**src/rtl/ctl_pkg.sv**
```systemverilog
// Shared definitions for the stopwatch run-control FSM.
package ctl_pkg;

  localparam int unsigned STATE_W = 2;

  // Run-control states; encoding 2'b11 is unused and decodes to IDLE.
  typedef enum logic [STATE_W-1:0] {
    IDLE     = 2'b00,
    COUNTING = 2'b01,
    PAUSED   = 2'b10
  } state_t;

endpackage

```
**src/rtl/ctl.sv**
```systemverilog
// Stopwatch run-control FSM: trig starts/stops, split clears while paused.
module ctl
  import ctl_pkg::*;
(
  input  logic clk,
  input  logic reset,
  input  logic trig,
  input  logic split,
  output logic init_regs,
  output logic count_enabled
);

  state_t state;
  state_t state_next;
  logic   init_regs_next;
  logic   count_enabled_next;

  // State and output registers; reset forces IDLE outputs immediately.
  always_ff @(posedge clk or posedge reset) begin
    if (reset) begin
      state         <= IDLE;
      init_regs     <= 1'b1;
      count_enabled <= 1'b0;
    end else begin
      state         <= state_next;
      init_regs     <= init_regs_next;
      count_enabled <= count_enabled_next;
    end
  end

  // Next-state logic; outputs are decoded from the next state so the
  // registered outputs always match the registered state.
  always_comb begin
    state_next         = IDLE;
    init_regs_next     = 1'b0;
    count_enabled_next = 1'b0;

    case (state)
      IDLE: begin
        if (trig) state_next = COUNTING;
        else      state_next = IDLE;
      end
      COUNTING: begin
        // split is ignored here; the display freeze lives downstream.
        if (trig) state_next = PAUSED;
        else      state_next = COUNTING;
      end
      PAUSED: begin
        // split has priority over trig when both arrive together.
        if (split)     state_next = IDLE;
        else if (trig) state_next = COUNTING;
        else           state_next = PAUSED;
      end
      default: state_next = IDLE;
    endcase

    case (state_next)
      COUNTING: count_enabled_next = 1'b1;
      PAUSED:   ;
      default:  init_regs_next     = 1'b1;
    endcase
  end

  // The datapath must never be cleared and advanced in the same cycle.
  always @(posedge clk) begin
    if (!reset) begin
      assert (!(init_regs && count_enabled))
        else $error("ctl: init_regs and count_enabled both high");
    end
  end

endmodule

```
**config.mk**
```make
export PLATFORM = sky130hd
export DESIGN_NAME = ctl
export DESIGN_NICKNAME = d
export VERILOG_FILES = /design/src/rtl/ctl_pkg.sv /design/src/rtl/ctl.sv
export SDC_FILE = /design/constraint.sdc
export NUM_CORES = 1
export LEC_CHECK = 0
export BUFFER_PORTS_ARGS = -buffer_cell sky130_fd_sc_hd__buf_2
export CAP_MARGIN = 40
export CORE_AREA = 2 2 39 41
export CTS_CLUSTER_SIZE = 12
export DETAILED_ROUTE_END_ITERATION = 12
export DIE_AREA = 0 0 41 43
export HOLD_SLACK_MARGIN = 0.1
export PLACE_DENSITY = 0.31
export SYNTH_ARGS = -nofsm -noshare
export SYNTH_HDL_FRONTEND = slang
export SYNTH_SLANG_ARGS = --single-unit
```
**constraint.sdc**
```tcl
create_clock -name clk -period 1.45 [get_ports clk]
set_input_delay 0.29 -clock clk [delete_from_list [all_inputs] [get_ports clk]]
set_output_delay 0.29 -clock clk [all_outputs]
set_load 0.01 [all_outputs]
```
---- Word level (Yosys, flattened, before mapping) ----
Index checks and enable logic that the tools add are counted.
word-level totals
  register bits after elaboration ......... 4
  input bits .............................. 4
  logic and storage cells ................. 16
cells by class
  eq/ne operators ......................... 4
  multiplexer cells ....................... 7
  reductions and logical operators ........ 2
operators by type and width
  operator            number
  $mux 2              3
  $pmux 2 s3          1
  $eq 2x1->1 const B  2
  $eq 2x2->1 const B  2
  $mux 1              3
  $logic_not 2->1     1
  $reduce_or 2->1     1

---- Longest topological paths before layout ----
  depth in word-level cells ............... 6
  depth in mapped cells ................... 3

---- Least setup slack after synthesis ----
Ideal clock, no wire load.
  kind .................................... flip-flop to flip-flop
  start ................................... register state[0]
  end ..................................... register init_regs
  setup time .............................. 0.083 ns
  arrival time ............................ 1.285 ns
  data required time ...................... 1.367 ns
  slack ................................... 0.081 ns
  stages on the path, launching flop included .. 4
  clock period less this slack ............ 1.369 ns
  path through ............................ dfrtp_1 or4b_1 o21a_1 ha_1
on the way
  cells in the longest elaborated chain, start to end .. 5
  elaborated cells between the ends (all ways) .. 8
  those cells by class .................... eq/ne (4); mux (2); reduce/logical (2)
RTL lines
  item                                             RTL line   RTL
  from (decl)                                      ctl.sv:13  state_t state;
  from (signal assigned)                           ctl.sv:25  state <= state_next;
  $eq 2x2->1 (tied with other cells)               ctl.sv:38  case (state)
  $pmux 2 s3 (*)                                   ctl.sv:38
  $eq 2x1->1 / $eq 2x2->1 (equally long branches)  ctl.sv:57  case (state_next)
  $reduce_or 2->1 (no line) (*)                    -
  $mux 1 (*)                                       ctl.sv:57
  net init_regs_next                               ctl.sv:15  logic init_regs_next;
  to (signal assigned)                             ctl.sv:26  init_regs <= init_regs_next;
  to (decl)                                        ctl.sv:9   output logic init_regs,
The timed path passes the listed nets; every way through them passes the cells marked *.

---- Worst setup path in the final report ----
Same ends and word-level chain as after synthesis.

==> results.md <==
- Total negative slack: 0 ns
- Int Power: between 0.3 and 0.4 mW
- Worst setup EP type: flip-flop
- Post-Syn Area: approximately 170 sq um
- RSZ-0062 raised after global routing: no
- GR Overflow Total: 0
- Final critical-path share of the clock period: between 90 and 100%
- Synth warn: 0
- Max-Cap Viols: 0
- DRC Markers: 0
- Clock tree from TritonCTS: built
- Leak Pwr: 0.123 nW
- Root Driver: clkbuf_4
- Sw Share: a little under a third
- Status: finished clean
- Clk pwr share: 29.9%
- Remaining antenna violation count: 0
- Slew Limit Headroom: between 80% and 90%
- Switching power: around 0.16 mW
- I/O pins: 6
- Worst skew pair latency: 0.25 ns
- 1st-iter DRT viols: 0
- Gate Count Post-Synth: 13
- Flop pwr share: about two fifths
- Routed length per instance: 8.17 microns
- Final net count: 31
- Die Ht: between 40 and 50 microns
- IO buf count: 5
- Max-slew violation count: 0
- Crit start category: flip-flop
- GRT Total Usage: under 10%
- Vias per cell: ~3.3
- Num rows: 14
- Total clock sinks: 4
- First drt pass iteration count: 1
- TritonCTS Buffers: 3
- Skew final: 0.0142 ns
- Layout cell share with drive strength beyond 1: between 40% and 50%
- Arrival time worst endpoint: about 1.6 ns
- Clk pin slew, worst setup/hold paths: about 0.05 ns
- Final wirelength: ~340 microns
- Most frequent cells in the layout: buf_2 (5), clkbuf_4 (3), dfrtp_1 (3), buf_4 (2)
- Fillers: between 100 and 150
- Vias: around 140
- First-pass GRT wire length: ~560 microns
- H-tree levels: 1
- Syn nets: 18
- Fmax: between 700 and 800 MHz
- Worst hold path class: input port to flip-flop
- # Post-CTS Setup Buffers: 0
- Synth unique cells: 11
- Area of the multi-input gates: approximately 64 sq um
- Logic pwr share: 31.9%
- Post-synthesis sequential area ratio: a little over 60%
- Setup Viol. Count Final: 0
- Commonest non-fill, non-tap cell in the layout: buf_2
- Vias in the first global route: 148
- Power per cell area: 1990 nW/um^2
- Diode count: 0
- VDD IR-drop max: 0.384 mV
- Synth-to-Final Area Change: 60.6%
- Flops & latches, synth: 4
- Hold slack: ~0.35 ns
- Clock Path Buffers: 2
- CP Class: flip-flop to flip-flop
- CORE AREA: ~1400 sq um
- Slew @ Worst Pin: between 0.15 and 0.2 ns
- Starting Density: a little under an eighth
- Final min period: approximately 1.4 ns
- Sequential Area: ~100 sq um
- Initial antenna violation count: 0
- Hold violation count in the final report: 0
- Required @ worst endpoint: around 1.6 ns
- Synth Area per Inst: between 10 and 15 sq um
- Die area: about 1800 sq um
- Die width: approximately 41 microns
- Worst-path maximum fanout: 2
- Gpl congestion: ~0.62
- Pin count of the biggest net entering global routing: 5
[synth_stat cells]
cell type,n,area share (%)
dfrtp_1,3,45
dfstp_2,1,16
ha_1,1,7.6
inv_1,1,2.3
nand2_1,1,2.3
nor2_1,1,2.3
o21a_1,1,4.5
o21ai_0,1,3.0
o2bb2ai_1,1,5.3
or4b_1,1,6.1
xnor2_1,1,5.3
[layer usage]
layer  up-vias  wire [microns]  track usage (%)
li1         68               -                -
met1        58             164             6.45
met2         8             119             5.31
met3         2              40             4.71
met4         0              10             6.00
met5         -               0                0
[cell type report]
cell class / instances / area share [%]
Timing Repair Buffer: 8 / 18.9
Multi-Input combinational cell: 8 / 24.1
Inverter: 1 / 1.42
Tap cell: 16 / 7.55
Sequential cell: 4 / 38.2
Clock buffer: 4 / 9.91
[registers in the layout, indices dropped and copies added (netlist names)]
register / flops
count_enabled: 1
init_regs: 1
state: 2
[critical path: stages (launching register included)]
cell,delay [ns]
dfrtp_1,0.39
or4b_4,0.54
o21a_1,0.12
ha_1,0.27
[through the flow]
stage | utilization (%) | total power, mW | cells | setup WS, ns | instance area, sq um
6_report | 19.2 | 0.528 | 41 | 0.0415 | 265
5_1_grt | 19.2 | 0.577 | 41 | 0.00295 | 265
4_1_cts | 18.9 | 0.532 | 41 | 0.0403 | 262
3_5_place_dp | 16.3 | 0.366 | 36 | 0.0649 | 225
3_3_place_gp | 16.3 | 0.362 | 36 | 0.0648 | 225
2_1_floorplan | - | 0.289 | 13 | 0.0812 | 165
[worst paths after layout]
kind / depth (start not counted) / start / to / slack (ns)
max in group asynchronous: 3 / reset / init_regs$_DFF_PP1_ / 0.75
max reg2reg: 3 / state[0]$_DFF_PP0_ / init_regs$_DFF_PP1_ / 0.04
max: 3 / state[0]$_DFF_PP0_ / init_regs$_DFF_PP1_ / 0.04
min reg2reg: 1 / state[1]$_DFF_PP0_ / state[0]$_DFF_PP0_ / 0.54
min: 3 / split / state[0]$_DFF_PP0_ / 0.35
min in group asynchronous: 3 / reset / state[0]$_DFF_PP0_ / 0.46
[power groups by stage]
| stage | sequential, mW | combinational (mW) | clock [mW] |
|---|---|---|---|
| detailed placement | 0.200 | 0.166 | 0 |
| floorplan | 0.220 | 0.0689 | 0 |
| global route | 0.209 | 0.193 | 0.176 |
| global placement | 0.201 | 0.161 | 0 |
| CTS | 0.201 | 0.168 | 0.162 |
| finish | 0.202 | 0.169 | 0.158 |
[cell families (layout without fill, tap and decap cells)]
group | count (synthesis) | in the layout | share of synthesized area (%)
DFF | 4 | 4 | 61.4
AOI/OAI and AO/OA | 3 | 3 | 12.9
and+or+nand+nor | 3 | 3 | 10.6
adders and majority gates | 1 | 1 | 7.57
xor gates and xnor gates | 1 | 1 | 5.30
buffers and inverters | 1 | 13 | 2.27
[what timing repair did]
action / 4_1_cts / 5_1_grt
hold buffers: 1 / 0
hold endpoints to repair: 3 / 0
gates resized for setup: 0 / 1
endpoints found under the setup margin: 0 / 1
(Power assumes the default switching activity.)
